## config.mk

```make
export PLATFORM = sky130hd
export DESIGN_NAME = peak_rate_meter_flat
export DESIGN_NICKNAME = d
export VERILOG_FILES = /design/src/rtl/peakdet_pkg.sv /design/src/rtl/peak_rate_meter_if.sv /design/src/rtl/slope_window.sv /design/src/rtl/peak_rate_meter.sv /design/src/flat_wrapper.sv
export SDC_FILE = /design/constraint.sdc
export NUM_CORES = 1
export LEC_CHECK = 0
export BUFFER_PORTS_ARGS = -buffer_cell sky130_fd_sc_hd__buf_4
export CAP_MARGIN = 20
export CORE_MARGIN = 2
export CORE_UTILIZATION = 33
export DETAILED_ROUTE_END_ITERATION = 16
export GPL_ROUTABILITY_DRIVEN = 0
export GPL_TIMING_DRIVEN = 0
export PLACE_DENSITY = 0.58
export SYNTH_ARGS = -nofsm -noshare
export SYNTH_HDL_FRONTEND = slang
export SYNTH_SLANG_ARGS = --single-unit
```

## constraint.sdc

```tcl
create_clock -name clk -period 7.62 [get_ports clk]
set_clock_uncertainty 0.2 [all_clocks]
set_input_delay 1.524 -clock clk [delete_from_list [all_inputs] [get_ports clk]]
set_output_delay 1.524 -clock clk [all_outputs]
set_load 0.1 [all_outputs]
```

## src/rtl/peakdet_pkg.sv

```systemverilog
// ---------------------------------------------------------------------------
// peakdet_pkg
// Shared types and helpers for the peak_rate_meter block.
//   state_t   : measurement FSM encoding (IDLE / MEASURE / DONE)
//   sum_width : width of a slope-window half sum for a given window depth
//   sat_mul   : multiply with saturation to a given result width
// ---------------------------------------------------------------------------
package peakdet_pkg;

   typedef enum logic [1:0] {
      IDLE    = 2'd0,
      MEASURE = 2'd1,
      DONE    = 2'd2
   } state_t;

   // A half sum counts up to WIN/2 ones, so $clog2(WIN)+1 bits always fits.
   function automatic int sum_width(input int win);
      return $clog2(win) + 1;
   endfunction

   // a*b clamped to 2^rate_w-1; rate_w is expected to be <= 32.
   function automatic logic [31:0] sat_mul(input logic [31:0] a,
                                           input logic [31:0] b,
                                           input int          rate_w);
      logic [63:0] prod;
      logic [63:0] lim;
      prod = {32'd0, a} * {32'd0, b};
      lim  = (64'd1 << rate_w) - 64'd1;
      if (prod > lim) begin
         return lim[31:0];
      end
      return prod[31:0];
   endfunction

endpackage

```

## src/rtl/peak_rate_meter_if.sv

```systemverilog
// ---------------------------------------------------------------------------
// peak_rate_meter_if
// Filtered-sample stream into the peak/rate meter.
//   sample_valid : one-cycle strobe, sample is valid in that cycle
//   sample       : filtered sample (unsigned, DATA_W bits)
//   min_amp      : minimum running maximum for a peak (only when
//                  PEAKDET_AMP_GATE_EN is defined)
// Handshake: strobe-only stream. The producer asserts sample_valid for one
// cycle per sample (back-to-back cycles allowed); there is no ready, the
// consumer always accepts. master = producer, slave = the meter.
// ---------------------------------------------------------------------------
interface peak_rate_meter_if #(
   parameter int DATA_W = 10
);
   logic              sample_valid;
   logic [DATA_W-1:0] sample;
`ifdef PEAKDET_AMP_GATE_EN
   logic [DATA_W-1:0] min_amp;
`endif

   modport master (
      output sample_valid,
      output sample
`ifdef PEAKDET_AMP_GATE_EN
      , output min_amp
`endif
   );

   modport slave (
      input sample_valid,
      input sample
`ifdef PEAKDET_AMP_GATE_EN
      , input min_amp
`endif
   );
endinterface

```

## src/rtl/slope_window.sv

```systemverilog
// ---------------------------------------------------------------------------
// slope_window
// Slope history shift register with incrementally maintained half sums.
//   clk, reset : clock, synchronous active-low reset
//   step       : advance the window by one bit this cycle
//   bit_in     : new slope bit (shifted into bit 0)
//   left_sum   : ones in the older half  [WIN-1:WIN/2]
//   right_sum  : ones in the recent half [WIN/2-1:0]
// Reset fills the history with ones so both sums start at WIN/2.
// ---------------------------------------------------------------------------
module slope_window
   import peakdet_pkg::*;
#(
   parameter  int WIN   = 128,
   localparam int SUM_W = sum_width(WIN)
) (
   input  logic             clk,
   input  logic             reset,
   input  logic             step,
   input  logic             bit_in,
   output logic [SUM_W-1:0] left_sum,
   output logic [SUM_W-1:0] right_sum
);

   localparam int               HALF     = WIN / 2;
   localparam logic [SUM_W-1:0] HALF_SUM = SUM_W'(HALF);

   logic [WIN-1:0]   hist_q,  hist_d;
   logic [SUM_W-1:0] left_q,  left_d;
   logic [SUM_W-1:0] right_q, right_d;
   logic             mid_bit;
   logic             old_bit;

   // Sums are updated from the pre-shift history: the bit leaving the right
   // half enters the left half, the oldest bit leaves the window.
   always_comb begin
      hist_d  = hist_q;
      left_d  = left_q;
      right_d = right_q;
      mid_bit = hist_q[HALF-1];
      old_bit = hist_q[WIN-1];
      if (step) begin
         hist_d  = {hist_q[WIN-2:0], bit_in};
         right_d = right_q + SUM_W'(bit_in) - SUM_W'(mid_bit);
         left_d  = left_q + SUM_W'(mid_bit) - SUM_W'(old_bit);
      end
   end

   always_ff @(posedge clk) begin
      if (!reset) begin
         hist_q  <= '1;
         left_q  <= HALF_SUM;
         right_q <= HALF_SUM;
      end else begin
         hist_q  <= hist_d;
         left_q  <= left_d;
         right_q <= right_d;
      end
   end

   assign left_sum  = left_q;
   assign right_sum = right_q;

endmodule

```

## src/rtl/peak_rate_meter.sv

```systemverilog
// ---------------------------------------------------------------------------
// peak_rate_meter
// Slope-window peak detector plus windowed heart-rate measurement.
// Optional build macro: PEAKDET_AMP_GATE_EN (amplitude gate on peaks).
//   clk, reset     : clock, synchronous active-low reset
//   smp            : sample stream (peak_rate_meter_if.slave)
//   continuous     : 1 = restart measurement automatically, 0 = single-shot
//   restart        : one-cycle pulse, leaves DONE in single-shot mode
//   peak           : one-cycle pulse on a detected peak
//   peak_count     : peaks since reset, saturating at 255
//   interval       : samples between the last two peaks
//   interval_valid : one-cycle pulse when interval updates
//   heart_rate     : last computed rate (window peaks * BPM_MULT, saturated)
//   rate_valid     : one-cycle pulse when heart_rate updates
//   meas_active    : high while the FSM is in MEASURE
//   state_dbg      : current measurement FSM state
// ---------------------------------------------------------------------------
module peak_rate_meter
   import peakdet_pkg::*;
#(
   parameter int DATA_W       = 10,
   parameter int WIN          = 128,
   parameter int LEFT_MAX     = 40,
   parameter int RIGHT_MIN    = 38,
   parameter int HOLDOFF      = 127,
   parameter int IGNORE_PEAKS = 3,
   parameter int MEAS_CYCLES  = 400000000,
   parameter int BPM_MULT     = 6,
   parameter int RATE_W       = 12,
   parameter int INT_W        = 16
) (
   input  logic               clk,
   input  logic               reset,
   peak_rate_meter_if.slave   smp,
   input  logic               continuous,
   input  logic               restart,
   output logic               peak,
   output logic [7:0]         peak_count,
   output logic [INT_W-1:0]   interval,
   output logic               interval_valid,
   output logic [RATE_W-1:0]  heart_rate,
   output logic               rate_valid,
   output logic               meas_active,
   output state_t             state_dbg
);

   localparam int SUM_W = sum_width(WIN);
   localparam int HO_W  = $clog2(HOLDOFF + 2);
   localparam int CYC_W = $clog2(MEAS_CYCLES + 1);

   // ---------------- slope window ----------------
   logic [DATA_W-1:0] prev_q, prev_d;
   logic              slope_bit;
   logic [SUM_W-1:0]  left_sum;
   logic [SUM_W-1:0]  right_sum;

   assign slope_bit = (smp.sample <= prev_q);
   assign prev_d    = smp.sample_valid ? smp.sample : prev_q;

   slope_window #(.WIN(WIN)) u_window (
      .clk       (clk),
      .reset     (reset),
      .step      (smp.sample_valid),
      .bit_in    (slope_bit),
      .left_sum  (left_sum),
      .right_sum (right_sum)
   );

   // ---------------- peak detection ----------------
   // step_q marks the cycle in which the registered sums first include the
   // latest sample; the test happens then and peak follows one cycle later,
   // giving two cycles from sample_valid to peak.
   logic            step_q;
   logic [HO_W-1:0] holdoff_q, holdoff_d;
   logic            amp_ok;
   logic            hit;

`ifdef PEAKDET_AMP_GATE_EN
   logic [DATA_W-1:0] max_q, max_d;

   // Running maximum since the last peak; a sample arriving in the hit
   // cycle already belongs to the next beat.
   always_comb begin
      max_d = max_q;
      if (hit) begin
         max_d = smp.sample_valid ? smp.sample : '0;
      end else if (smp.sample_valid && (smp.sample > max_q)) begin
         max_d = smp.sample;
      end
   end

   always_ff @(posedge clk) begin
      if (!reset) begin
         max_q <= '0;
      end else begin
         max_q <= max_d;
      end
   end

   assign amp_ok = (max_q >= smp.min_amp);
`else
   assign amp_ok = 1'b1;
`endif

   assign hit = step_q
             && (32'(left_sum) <= 32'(LEFT_MAX))
             && (32'(right_sum) >= 32'(RIGHT_MIN))
             && (holdoff_q == '0)
             && amp_ok;

   // A hit reloads the hold-off; otherwise it counts down once per step.
   always_comb begin
      holdoff_d = holdoff_q;
      if (hit) begin
         holdoff_d = HO_W'(HOLDOFF);
      end else if (step_q && (holdoff_q != '0)) begin
         holdoff_d = holdoff_q - HO_W'(1);
      end
   end

   // ---------------- interval and peak count ----------------
   logic [INT_W-1:0] int_cnt_q,  int_cnt_d;
   logic [INT_W-1:0] interval_q, interval_d;
   logic [7:0]       pcount_q,   pcount_d;
   logic             peak_q;
   logic             iv_q;

   always_comb begin
      int_cnt_d  = int_cnt_q;
      interval_d = interval_q;
      pcount_d   = pcount_q;
      if (hit) begin
         interval_d = int_cnt_q;
         int_cnt_d  = INT_W'(1);
         if (pcount_q != 8'hFF) begin
            pcount_d = pcount_q + 8'd1;
         end
      end else if (smp.sample_valid && (int_cnt_q != '1)) begin
         int_cnt_d = int_cnt_q + INT_W'(1);
      end
   end

   always_ff @(posedge clk) begin
      if (!reset) begin
         prev_q     <= '0;
         step_q     <= 1'b0;
         holdoff_q  <= '0;
         int_cnt_q  <= '0;
         interval_q <= '0;
         pcount_q   <= '0;
         peak_q     <= 1'b0;
         iv_q       <= 1'b0;
      end else begin
         prev_q     <= prev_d;
         step_q     <= smp.sample_valid;
         holdoff_q  <= holdoff_d;
         int_cnt_q  <= int_cnt_d;
         interval_q <= interval_d;
         pcount_q   <= pcount_d;
         peak_q     <= hit;
         iv_q       <= hit;
      end
   end

   // ---------------- measurement FSM ----------------
   state_t            state_q, state_d;
   logic [CYC_W-1:0]  cyc_q, cyc_d;
   logic [CYC_W-1:0]  win_q, win_d;
   logic [CYC_W-1:0]  win_peaks;
   logic [RATE_W-1:0] hr_q, hr_d;
   logic              rv_q, rv_d;
   logic              last_cyc;
   logic              meas_act;

   // State register
   always_ff @(posedge clk) begin
      if (!reset) begin
         state_q <= IDLE;
      end else begin
         state_q <= state_d;
      end
   end

   // Next-state logic
   always_comb begin
      state_d = state_q;
      case (state_q)
         IDLE:    if (32'(pcount_q) >= 32'(IGNORE_PEAKS)) state_d = MEASURE;
         MEASURE: if (last_cyc) state_d = DONE;
         DONE:    if (continuous || restart) state_d = MEASURE;
         default: state_d = IDLE;
      endcase
   end

   // Output decode
   always_comb begin
      meas_act = (state_q == MEASURE);
      last_cyc = meas_act && (cyc_q == CYC_W'(MEAS_CYCLES - 1));
   end

   // Window counters and rate; a peak on the final cycle still counts.
   always_comb begin
      cyc_d     = cyc_q;
      win_d     = win_q;
      hr_d      = hr_q;
      rv_d      = 1'b0;
      win_peaks = win_q + CYC_W'(peak_q);
      case (state_q)
         MEASURE: begin
            if (last_cyc) begin
               hr_d = RATE_W'(sat_mul(32'(win_peaks), 32'(BPM_MULT), RATE_W));
               rv_d = 1'b1;
            end else begin
               cyc_d = cyc_q + CYC_W'(1);
               win_d = win_peaks;
            end
         end
         default: begin
            if (state_d == MEASURE) begin
               cyc_d = '0;
               win_d = '0;
            end
         end
      endcase
   end

   always_ff @(posedge clk) begin
      if (!reset) begin
         cyc_q <= '0;
         win_q <= '0;
         hr_q  <= '0;
         rv_q  <= 1'b0;
      end else begin
         cyc_q <= cyc_d;
         win_q <= win_d;
         hr_q  <= hr_d;
         rv_q  <= rv_d;
      end
   end

   assign peak           = peak_q;
   assign peak_count     = pcount_q;
   assign interval       = interval_q;
   assign interval_valid = iv_q;
   assign heart_rate     = hr_q;
   assign rate_valid     = rv_q;
   assign meas_active    = meas_act;
   assign state_dbg      = state_q;

endmodule

```

## src/flat_wrapper.sv

```systemverilog
// flat-port wrapper written by rule: the top's interface ports become plain ports
module peak_rate_meter_flat import peakdet_pkg::*;
#(
   parameter int DATA_W       = 10,
   parameter int WIN          = 128,
   parameter int LEFT_MAX     = 40,
   parameter int RIGHT_MIN    = 38,
   parameter int HOLDOFF      = 127,
   parameter int IGNORE_PEAKS = 3,
   parameter int MEAS_CYCLES  = 400000000,
   parameter int BPM_MULT     = 6,
   parameter int RATE_W       = 12,
   parameter int INT_W        = 16
)
  (clk, reset, continuous, restart, peak, peak_count, interval, interval_valid, heart_rate, rate_valid, meas_active, state_dbg, smp_sample_valid, smp_sample);
  peak_rate_meter_if #(.DATA_W(DATA_W)) smp_i ();
  input  logic clk;
  input  logic reset;
  input  logic continuous;
  input  logic restart;
  output logic peak;
  output logic [7:0] peak_count;
  output logic [INT_W-1:0] interval;
  output logic interval_valid;
  output logic [RATE_W-1:0] heart_rate;
  output logic rate_valid;
  output logic meas_active;
  output state_t state_dbg;
  input wire logic [$bits(smp_i.sample_valid)-1:0] smp_sample_valid;
  input wire logic [$bits(smp_i.sample)-1:0] smp_sample;
  assign smp_i.sample_valid = smp_sample_valid;
  assign smp_i.sample = smp_sample;
  peak_rate_meter #(.DATA_W(DATA_W), .WIN(WIN), .LEFT_MAX(LEFT_MAX), .RIGHT_MIN(RIGHT_MIN), .HOLDOFF(HOLDOFF), .IGNORE_PEAKS(IGNORE_PEAKS), .MEAS_CYCLES(MEAS_CYCLES), .BPM_MULT(BPM_MULT), .RATE_W(RATE_W), .INT_W(INT_W)) u_core (.clk(clk), .reset(reset), .smp(smp_i), .continuous(continuous), .restart(restart), .peak(peak), .peak_count(peak_count), .interval(interval), .interval_valid(interval_valid), .heart_rate(heart_rate), .rate_valid(rate_valid), .meas_active(meas_active), .state_dbg(state_dbg));
endmodule
```

## Word level (Yosys, flattened, before mapping)

Cells that the tools add are included.

- Bits in registers: 277
- Bits in latches: 0
- Bits in writable memories: 0
- Memory bits (read-only): 0
- Bits of input ports: 15
- Output and inout port bits: 42
- Word-level logic and storage cells: 77
- Memories: 0

- $add $sub $neg: 9
- $mul: 1
- Divide/modulo/power cells: 0
- Magnitude comparators: 5
- Eq/ne operators: 7
- Shift-type cells: 0
- Mux-type cells: 19
- Bitwise logic cells: 1
- Reduce and logical (&&, ||, !) cells: 18

Operator list:

| cell | count |
|---|---|
| 29-bit two-way mux | 5 |
| 32-bit by 12-bit > comparator with 1-bit output, second input constant | 1 |
| 29-bit by 2-bit multiplier with 31-bit output, second input constant | 1 |
| 29-bit by 1-bit adder with 29-bit output | 1 |
| 29-bit by 1-bit adder with 29-bit output, second input constant | 1 |
| 29-bit == test, second input constant | 1 |
| 12-bit two-way mux | 2 |
| 16-bit by 1-bit adder with 16-bit output, second input constant | 1 |
| 8-bit by 1-bit adder with 8-bit output | 2 |
| 16-bit inequality test, second input constant | 1 |
| 8-bit by 1-bit subtractor with 8-bit output | 2 |
| 7-bit two-way mux | 2 |
| 10-bit <= comparator | 1 |
| 8-bit by 1-bit adder with 8-bit output, second input constant | 1 |
| 8-bit by 2-bit greater-or-equal comparator with 1-bit output, second input constant | 1 |
| 8-bit by 6-bit greater-or-equal comparator with 1-bit output, second input constant | 1 |
| 8-bit by 6-bit <= comparator with 1-bit output, second input constant | 1 |
| 8-bit logical NOT | 1 |
| 8-bit inequality test, second input constant | 1 |
| 2-bit AND reduction | 4 |
| 8-bit nonzero test | 1 |
| 8-bit by 1-bit subtractor with 8-bit output, second input constant | 1 |
| 1-bit logical AND | 6 |
| 1-bit two-way mux | 6 |
| 10 further kinds | 15 |

## Longest topological paths before layout

Gate-level depths: netlist of run 1.

- Word-level depth: 7
- Depth in mapped cells: 22
- Mapped depth without buffers: 22

## Modules after synthesis

Synthesis of run 1 repeated with hierarchy kept, for this count alone.

- Cell total of the unflattened synthesis: 1756
- Area, all modules: 15011.9 sq um

By module, submodules not included:

| module | instances | cells an instance | area each (sq um) | sequential area each (sq um) |
|---|---|---|---|---|
| peak_rate_meter | 1 | 1199 | 9347.7 | 2662.6 |
| slope_window | 1 | 557 | 5664.2 | 2882.8 |

## Least setup slack after synthesis of run 1

Ideal clock, no wire load.

- Kind: register -> register
- Start point: register u_core.peak_q (netlist: u_core.peak)
- End point: register u_core.hr_q[10] (netlist: u_core.heart_rate[10])
- Data arrival time: 5611 ps
- Data required time: 7283 ps
- Setup slack: 1672 ps
- Stages on the path, launching flop included: 23
- Clock period less this slack: 5948 ps
- Cell sequence: dfxtp_1 ha_1 and4_1 buf_2 nand4_1 nor3_1 nand3_1 xnor2_1 ha_1 clkbuf_1 a21o_1 a21o_1 a21oi_1 nor2b_1 o211ai_1 o2111ai_1 a2111oi_0 nand2_1 nor3_1 or4b_4 nor4_4 buf_6 a31oi_1

- Cells in the longest elaborated chain, start to end: 7

RTL lines:

| item | RTL line | source |
|---|---|---|
| start, declared | peak_rate_meter.sv:125 | `logic peak_q;` |
| start signal, assigned | peak_rate_meter.sv:160 | `peak_q <= hit;` |
| 29-bit by 1-bit adder with 29-bit output (*) | peak_rate_meter.sv:207 | `win_peaks = win_q + CYC_W'(peak_q);` |
| 29-bit by 2-bit multiplier with 31-bit output (*) | peakdet_pkg.sv:27 | `prod = {32'd0, a} * {32'd0, b};` |
| 32-bit by 12-bit > comparator with 1-bit output | peakdet_pkg.sv:29 | `if (prod > lim) begin` |
| 1-bit two-way mux | peakdet_pkg.sv:29 |  |
| 1-bit two-way mux | peak_rate_meter.sv:210 | `if (last_cyc) begin` |
| 1-bit two-way mux | peak_rate_meter.sv:208 | `case (state_q)` |
| 12-bit two-way mux (*) | peakdet_pkg.sv:32 | `return prod[31:0];` |
| end signal, assigned | peak_rate_meter.sv:236 | `hr_q <= hr_d;` |
| end, declared | peak_rate_meter.sv:170 | `logic [RATE_W-1:0] hr_q, hr_d;` |

Mark *: on every way between the ends. The rest lies on a longest branch, timed or not. The select of a mux whose other input is x is not followed.
A chain may end at the register's enable or synchronous reset.

## Final worst setup path of run 1

Same ends and word-level chain as after synthesis.

==> reports/summary.txt, run 1 <==
Worst skew pair latency = 0.57 ns
Clock Path Buffers = 3
Initial Util = 0.333
Status = finished, final reports clean
Clock sink total = 277
Syn_area_per_cell = 8.72 sq um
Vias in the first global route = 11412
Antenna Cells = 0
Routed Antenna Nets = 0
Final setup vio count = 0
Worst Setup Start Kind = register
Post-CTS Repair Setup Buffers = 0
Total CTS buffers = 29
Worst slew pin tran = 0.818 ns
Hold_ws = 0.263 ns
Die Wd = 215 um
Post-synthesis net count = 1759
Share of cells above drive strength 1 = 0.0811
Seq cells post-synth = 277
NetSw = 0.910 mW
IO Pins = 57
Worst path bufs/invs = 4
Crit-path max FO = 10
FF-to-FF path depth = 22
Vias per cell = 4.99
Routed WL per cell = 14.4 um
Synth area leader = dfxtp_1
Async SR Flop Fraction = 0
Routed WL = 34.3 mm
Root Driver = clkbuf_16
Detailed-route via count = 11863
CTS Hold Bufs = 0
Mapped Area = 14600 sq um
Max stage delay cell, worst path = nor3_1
Min-delay worst type = reg -> reg
Ys flop type = dfxtp_1
Seq pwr share = 0.440
Power per cell area = 209 nW/um^2
Mapped Cells = 1679
CTS tree = done
Logic pwr share = 0.143
Period utilization = 0.856
Full die area = 46100 sq um
Critical Path End = u_core.heart_rate[10]
Site Rows = 77
Max H-tree Level = 1
Area contributors post-synth = dfxtp_1 (38%), mux2i_1 (11%), nand2_1 (5.8%)
Worst IR drop on VDD = 0.221 mV
RSZ-0062 raised after global routing = false
Final hold viol count = 0
Setup CP Type = reg -> reg
Placement Cell Area = 15800 sq um
Critical path cell sequence = ha_1 -> and4_1 -> buf_2 -> nand4_1 -> nor3_1 -> nand2_1 -> nor2_1 -> nand3_1 -> xor2_1 -> inv_1 -> ha_1 -> inv_1 -> o311ai_0 -> a311oi_1 -> o2111ai_1 -> a2111oi_0 -> nand2_1 -> nor3_1 -> or4b_4 -> nor4_4 -> buf_6 -> a31oi_1
Reg2reg setup slack = 1.10 ns
Grt ovf = 0
Reg clk slew, reported paths = 0.06 ns
Max Clk Rate = 0.153 GHz
Design Area, Final = 16800 sq um
Max Transition Viols Final = 0
Post-CTS sizing = 0
Worst reg2reg path startpoint = u_core.peak
Largest net degree at the start of global routing = 16
Crit path DAT = 6.75 ns
Total Neg Setup Slack = 0 ns
# fillers = 4484
Die height = 215 um
Synth cell types = 85
Number of synthesized flops with an enable pin = 0
Initial antenna violation count = 1
Leakage = 6.92 nW
Sw Ratio = 0.259
WP depth = 22
DR DRC count = 0
First-pass GRT wire length = 57.4 mm
Worst r2r dst = u_core.heart_rate[10]
Crit end category = register
Port-buffer cells = 55
Starting DRC count in detailed routing = 706
Syn. warnings = 0
Critical Path Max Stage Delay = 0.69 ns
Clock share of power = 0.417
All-Layer GR Usage = 0.146
Critical Path RT = 7.85 ns
Final nets = 1845
Crit. Startpoint = u_core.peak
Synthesis-to-layout area growth = 14.7%
Pre-antenna DRT Iters = 5
Fin crit period = 6.52 ns
CP delay by family, top = simple AND/OR/NAND/NOR gates
Power Internal = 2.60 mW
Dpl hpwl = 25.2 mm
Seq/Total Area, Yosys = 0.379
Synth top area share = 0.379
Max_slew headroom = 0.451
Core ar. = 44000 sq um
Total Power = 3.51 mW
Max cap viols = 0
## worst register-to-register path, stage by stage (launching register included)
cell and delay (ns):
dfxtp_1 0.41, ha_1 0.33, and4_1 0.22, buf_2 0.17
nand4_1 0.23, nor3_1 0.70, nand2_1 0.17, nor2_1 0.26
nand3_1 0.13, xor2_1 0.40, inv_1 0.16, ha_1 0.42
inv_1 0.16, o311ai_0 0.13, a311oi_1 0.23, o2111ai_1 0.16
a2111oi_0 0.37, nand2_1 0.12, nor3_1 0.20, or4b_4 0.50
nor4_4 0.43, buf_6 0.20, a31oi_1 0.10
## state kept, by name, summed over array words and instances, names as in the netlist, 10 cells and up
register	flops
u_core.interval	16
u_core.cyc_q	29
u_core.u_window.hist_q	128
u_core.int_cnt_q	16
u_core.prev_q	10
u_core.heart_rate	12
u_core.win_q	29
## power groups by stage
stage | clock network [mW] | logic, mW | registers, mW
finish | 1.47 | 0.502 | 1.54
global placement | 0 | 0.492 | 1.57
CTS | 1.51 | 0.506 | 1.54
detailed placement | 0 | 0.502 | 1.57
floorplan | 0 | 0.402 | 1.57
global route | 1.56 | 0.576 | 1.55
## layer usage
metal / global-route usage / share of wire / up-vias
met5: 0 / 0 / -
met4: 0.0361 / 0.021 / 0
met3: 0.0211 / 0.038 / 57
met2: 0.248 / 0.46 / 215
met1: 0.196 / 0.48 / 5547
li1: - / - / 6044
## kinds of logic (layout without fill, tap and decap cells)
kind of cell | count (synthesis) | in the layout | share of synthesized area
buffers and inverters | 168 | 276 | 0.0459
muxes | 163 | 163 | 0.112
xor gates and xnor gates | 108 | 108 | 0.0661
AOI/OAI and AO/OA | 295 | 295 | 0.134
adders and majority gates | 66 | 66 | 0.0578
and+or+nand+nor | 602 | 602 | 0.206
DFF | 277 | 277 | 0.379
## cell type report
type / instances / area [sq um] / share of cell area
flip-flops and latches: 277 / 5550 / 0.330
repair buffers: 55 / 413 / 0.0246
well taps: 592 / 741 / 0.0441
clock inverters: 12 / 156 / 0.00931
plain buffers: 98 / 409 / 0.0244
multi-input cells: 1234 / 8430 / 0.502
inverters: 70 / 263 / 0.0156
clock buffers: 41 / 841 / 0.0501
## cells in the mapped netlist, drive strengths merged, types with 4 or more instances
cell and number:
dfxtp 277, o2111ai 5, xor2 49, clkbuf 68, or2 4, nor3b 5
a2111oi 4, o21bai 5, nand2b 5, a21o 26, and4 7, o21ai 70
buf 30, nand3 57, nor2 89, nand4 32, a21boi 26, o21a 4
nor4 21, o211ai 15, nor3 32, and2 26, ha 62, inv 69
a21oi 66, or3 10, nand2 228, and3 25, mux2i 160, o211a 7
o31ai 5, a31oi 25, xnor2 58, nor2b 50
## stage by stage
step,setup slack [ns],util,cells
floorplan,1.67,-,1679
global placement,1.13,0.359,2326
detailed placement,1.18,0.359,2326
CTS,1.15,0.381,2379
global route,0.431,0.381,2379
finish,1.10,0.381,2379
## cell usage in the layout (no fill, tap or decap), types with 57 or more instances in the layout
cell type,netlist,routed
dfxtp_1,277,277
nand2_1,228,228
mux2i_1,160,160
nor2_1,89,89
clkbuf_1,67,72
inv_1,69,69
o21ai_0,68,68
a21oi_1,65,65
ha_1,62,62
buf_4,6,61
xnor2_1,57,57
## how the worst min path moves through the flow
stage,start,to,cells after the start,slack (ns)
after floorplan,u_core.cyc_q[13],u_core.cyc_q[13],1,0.24
after global placement,u_core.u_window.hist_q[82],u_core.u_window.hist_q[82],2,0.25
after detailed placement,u_core.u_window.hist_q[42],u_core.u_window.hist_q[43],2,0.26
after CTS,u_core.u_window.hist_q[47],u_core.u_window.hist_q[48],2,0.27
after global routing,u_core.u_window.hist_q[58],u_core.u_window.hist_q[58],2,0.29
final,u_core.u_window.hist_q[14],u_core.u_window.hist_q[15],2,0.26
(Power assumes the default switching activity.)
==> inputs of run 2 (changes only) <==
ABC_AREA = 1   (was default)
BUFFER_PORTS_ARGS = default   (was -buffer_cell sky130_fd_sc_hd__buf_4)
DONT_BUFFER_PORTS = 1   (was default)
PLACE_DENSITY = 0.57   (was 0.58)
==> run 2 against run 1 <==
Net effect: via count rose by 15%; count of clock-buffer cells in the layout rose by 4; clock power rose by 7%; setup slack improved by 1.2 ns; largest cell class unchanged; largest power group unchanged; critical path type unchanged.
==> reports/summary.txt, run 2 <==
Final nets = 2272
Area contributors post-synth = dfxtp_1 (38%), nand2_1 (15%), nand3_1 (7.7%)
Top cells by count, synth = nand2_1 (602), dfxtp_1 (277), inv_1 (236), nand3_1 (225), nor2_1 (156)
Total Neg Setup Slack = 0 ns
Crit-path max FO = 10
Largest regs = u_core.u_window.hist_q: 128 flops, u_core.cyc_q: 29 flops, u_core.win_q: 29 flops
Max_slew headroom = 0.235
Max cap viols = 0
Ys flop type = dfxtp_1
Synthesis-to-layout area growth = 12.8%
All-Layer GR Usage = 0.160
Final hold viol count = 0
Mapped Area = 14600 sq um
CTS tree = done
Power per cell area = 219 nW/um^2
Max Transition Viols Final = 0
Clock sink total = 277
Min-delay worst type = reg -> reg
Critical Path Max Stage Delay = 0.51 ns
Root Driver = clkbuf_16
First-pass GRT wire length = 62.1 mm
Grt ovf = 0
Routed Antenna Nets = 0
Seq cells post-synth = 277
Share of cells above drive strength 1 = 0.0532
Initial antenna violation count = 0
Syn_area_per_cell = 6.79 sq um
Fin crit period = 5.35 ns
Pre-antenna DRT Iters = 5
Mapped Cells = 2158
Number of synthesized flops with an enable pin = 0
Reg clk slew, reported paths = 0.06 ns
Hold_ws = 0.255 ns
Max H-tree Level = 1
Synth top area share = 0.379
Period utilization = 0.702
Synth cell types = 51
Syn. warnings = 0
Core ar. = 44000 sq um
Status = finished, final reports clean
Clock Path Buffers = 3
Worst IR drop on VDD = 0.161 mV
Routed WL = 37.9 mm
Vias in the first global route = 12503
Vias per cell = 4.86
CP most frequent cell = nor2_1
Leakage = 7.31 nW
Max reg flops = 128
Seq/Total Area, Yosys = 0.379
Final setup vio count = 0
Largest Register = u_core.u_window.hist_q
Post-CTS Repair Setup Buffers = 0
Die Wd = 215 um
Starting DRC count in detailed routing = 854
CTS Hold Bufs = 0
Detailed-route via count = 13652
Max Clk Rate = 0.187 GHz
RSZ-0062 raised after global routing = false
Initial Util = 0.333
Total CTS buffers = 31
Port-buffer cells = 0
Dpl hpwl = 28.7 mm
Post-CTS sizing = 0
Most frequent cell after synthesis = nand2_1
Largest net degree at the start of global routing = 17
Routed WL per cell = 13.5 um
Setup CP Type = reg -> reg
Critical Path RT = 7.88 ns
Most common cell after layout, fill and taps aside = nand2_1
DP Cell Count = 2750
Crit path DAT = 5.61 ns
Die height = 215 um
Worst path bufs/invs = 3
Worst slew pin tran = 1.15 ns
CP delay by family, top = simple AND/OR/NAND/NOR gates
Post-synthesis net count = 2238
Synth area leader = dfxtp_1
Commonest non-fill, non-tap cells in the layout = nand2_1 (602), dfxtp_1 (277), inv_1 (236)
DR DRC count = 0
Full die area = 46100 sq um
IO Pins = 57
Async SR Flop Fraction = 0
Design Area, Final = 16500 sq um
Max stage delay cell, worst path = dfxtp_1
Crit end category = register
Placement Cell Area = 15400 sq um
Worst Setup Start Kind = register
Layout Cells excl Fill = 2811
Worst skew pair latency = 0.58 ns
Site Rows = 77
## run 2: worst paths after layout
check / start / end / slack, ns / cells after the start
min reg2reg: u_core.u_window.hist_q[95] / u_core.u_window.hist_q[95] / 0.26 / 2
max: u_core.peak / u_core.heart_rate[10] / 2.27 / 27
min: u_core.u_window.hist_q[95] / u_core.u_window.hist_q[95] / 0.26 / 2
max reg2reg: u_core.peak / u_core.heart_rate[10] / 2.27 / 27
## run 2: kinds of logic after synthesis
group	Yosys count	share of synthesized area
DFF	277	0.379
xor gates and xnor gates	45	0.0269
adders and majority gates	65	0.0571
AOI/OAI and AO/OA	297	0.111
buffers and inverters	325	0.0852
and+or+nand+nor	1149	0.341
## run 2: where the power goes
group	total (mW)	leakage, nW	switching, mW	internal, mW
Combinational	0.437	4.51	0.274	0.163
Sequential	1.60	2.27	0.0656	1.54
Clock	1.58	0.528	0.627	0.957
## run 2: final cells by class
| type | count | area, sq um |
|---|---|---|
| Clock inverter | 13 | 195 |
| Sequential cell | 277 | 5550 |
| Multi-Input combinational cell | 1556 | 7850 |
| Antenna cell | 2 | 5.00 |
| Tap cell | 592 | 741 |
| Fill cell | 4702 | 27500 |
| Buffer | 81 | 333 |
| Clock buffer | 45 | 898 |
| Timing Repair Buffer | 1 | 27.5 |
| Inverter | 244 | 916 |
## run 2: stage by stage
step                power (mW)  setup slack, ns  utilization
finish                    3.62             2.27        0.375
global route              3.80             1.69        0.375
CTS                       3.66             1.55        0.374
detailed placement        2.06             1.54        0.349
global placement          2.05             1.58        0.349
floorplan                 1.96             2.92            -
## run 2: tightest hold or removal path, cell delays in order (launching register included)
cell and delay [ns]:
dfxtp_1 0.32, nand2_1 0.05, nand3_1 0.05
## run 2: routing by layer
layer	vias up	GRT usage	wire, um
met5	-	0	0
met4	0	0.0350	629
met3	53	0.0338	2280
met2	274	0.250	16100
met1	6209	0.226	18900
li1	7116	-	-
==> inputs of run 3 (changes only) <==
ABC_AREA = 0   (was 1)
clock period = 5.45 ns   (was 7.62 ns; I/O delays follow)
==> run 3 against run 2 <==
Net effect: hold slack better by 0.013 ns; sequential cell count unchanged; non-clock buffer count up 42; clock power up 36%; critical endpoint is now u_core.heart_rate[9]; largest cell class unchanged; largest power group unchanged.
==> reports/summary.txt, run 3 (synthesis results as in run 1) <==
Worst r2r dst = u_core.heart_rate[9]
Full die area = 46100 sq um
Initial Util = 0.333
Largest net degree at the start of global routing = 16
Routed WL = 34.9 mm
Commonest non-fill, non-tap cells in the layout = dfxtp_1 (276), nand2_1 (227), mux2i_1 (160)
Detailed-route via count = 11901
Critical path cell sequence = ha_4 -> and4_1 -> buf_6 -> nand4_1 -> nor3_4 -> buf_6 -> nand2_4 -> nor2_4 -> nand3_4 -> xor2_4 -> inv_2 -> ha_4 -> a221oi_2 -> o311ai_1 -> a311oi_1 -> o2111ai_2 -> a2111oi_4 -> nand2_1 -> nor3_2 -> or4b_4 -> nor4_4 -> buf_4 -> buf_6 -> a31oi_1
Crit end category = register
Crit-path max FO = 6
Site Rows = 77
Antenna Cells = 0
# fillers = 4448
Final nets = 1816
Worst skew pair latency = 0.58 ns
Hold EP = u_core.u_window.hist_q[70]
CTS Hold Bufs = 0
Final worst slack = 0.129 ns
Routed WL per cell = 14.9 um
Leakage = 6.95 nW
Synthesis-to-layout area growth = 16.5%
First-pass GRT wire length = 57.6 mm
Status = finished, final reports clean
All-Layer GR Usage = 0.149
RSZ-0062 raised after global routing = true
Worst IR drop on VDD = 0.264 mV
Worst path bufs/invs = 5
Clock Path Buffers = 3
Vias in the first global route = 11136
Reg2reg setup slack = 0.13 ns
Setup CP Type = reg -> reg
Final hold viol count = 0
Min-delay worst type = reg -> reg
Grt ovf = 0
FF-to-FF path depth = 24
Max Transition Viols Final = 0
Critical Path RT = 5.67 ns
Share of cells above drive strength 1 = 0.0962
CP most frequent cell = buf_6
Clock sink total = 277
Fin crit period = 5.32 ns
Die Wd = 215 um
DP Cell Count = 2274
Max_slew headroom = 0.207
Hold depth = 2
Max stage delay cell, worst path = dfxtp_4
Largest regs = u_core.u_window.hist_q: 128 flops, u_core.cyc_q: 29 flops, u_core.win_q: 29 flops
Layout Cells excl Fill = 2349
Initial antenna violation count = 1
Met3 usage = 0.0243
Total CTS buffers = 29
Max H-tree Level = 1
DR DRC count = 0
Worst Setup Start Kind = register
Worst slew pin tran = 1.19 ns
Met2 GRT Util = 0.247
Most common cell after layout, fill and taps aside = dfxtp_1
HP Start = u_core.u_window.hist_q[70]
Vias per cell = 5.07
Period utilization = 0.976
Reg clk slew, reported paths = 0.07 ns
Core ar. = 44000 sq um
Max cap viols = 0
GRT met1 Usage = 0.201
Starting DRC count in detailed routing = 671
Dpl hpwl = 25.0 mm
CP delay by family, top = simple AND/OR/NAND/NOR gates
Port-buffer cells = 0
Critical Path Max Stage Delay = 0.57 ns
Die height = 215 um
Max Clk Rate = 0.188 GHz
CTS tree = done
Max reg flops = 128
Pre-antenna DRT Iters = 5
Total Power = 5.00 mW
IO Pins = 57
Final setup vio count = 0
Routed Antenna Nets = 0
Root Driver = clkbuf_16
Largest Register = u_core.u_window.hist_q
Crit path DAT = 5.55 ns
Setup WS pre-CTS = -1.15 ns
Worst reg2reg path startpoint = u_core.peak
Power per cell area = 293 nW/um^2
Gr busiest metal = met2
-- run 3: cell count changes in the layout (fill, tap and decap cells not counted), sizes merged, moves of 47 or more --
cell	delta
nor2b	+50
xnor2	+47
mux2i	+160
inv	-174
buf	+54
nand2	-400
nand3	-170
a21oi	-75
nor2	-79
o21ai	-50
-- run 3: layout make-up --
cell class                 count  area [sq um]  area share
timing repair buffer          33           295      0.0173
multi-input combinational   1234          8770       0.514
buffer                        91           392      0.0230
tap                          592           741      0.0434
clock inverter                15           225      0.0132
inverter                      70           263      0.0154
sequential                   277          5550       0.325
clock buffer                  37           826      0.0484
-- run 3: routing by layer --
| metal | vias up | wire length [um] |
|---|---|---|
| met3 | 46 | 1520 |
| met2 | 239 | 16000 |
| met1 | 5623 | 16700 |
| met4 | 0 | 699 |
| met5 | - | 0 |
| li1 | 5993 | - |
-- run 3: where the power goes --
group / switching, mW / internal, mW
logic: 0.363 / 0.312
clock network: 0.842 / 1.31
registers: 0.0744 / 2.10
-- run 3: worst register-to-register path: cells and delay by family, from the launching register on --
kind	cells	cell delay [ns]
compound gates	6	1.19
xor+xnor	1	0.26
fa+ha+maj	2	0.36
buf+inv	5	0.68
flops	1	0.57
simple gates	10	1.91
-- run 3: worst max-delay path by stage --
stage | startpoint | to | slack, ns | cells after the start
2_1_floorplan | u_core.peak | u_core.heart_rate[10] | 0.03 | 22
3_3_place_gp | u_core.peak | u_core.heart_rate[6] | -1.15 | 22
3_5_place_dp | u_core.peak | u_core.heart_rate[9] | -1.15 | 22
4_1_cts | u_core.peak | u_core.heart_rate[9] | 0.006 | 20
5_1_grt | u_core.peak | u_core.heart_rate[5] | -0.08 | 21
6_report | u_core.peak | u_core.heart_rate[9] | 0.13 | 24
-- run 3: timing repair --
item	CTS	global route
setup endpoints to repair	12	12
buffers inserted	14	15
pin swaps	13	22
gates cloned	1	0
gates resized for setup	44	26
-- run 3: through the flow --
| step | TNS, ns | utilization | hold WS, ns | cell area, sq um |
|---|---|---|---|---|
| after floorplan | 0 | - | 0.235 | 14600 |
| after global placement | -13.43 | 0.350 | 0.253 | 15400 |
| after detailed placement | -13.33 | 0.351 | 0.259 | 15400 |
| after CTS | 0 | 0.382 | 0.275 | 16800 |
| after global routing | -0.704 | 0.388 | 0.289 | 17100 |
| final | 0 | 0.388 | 0.268 | 17100 |
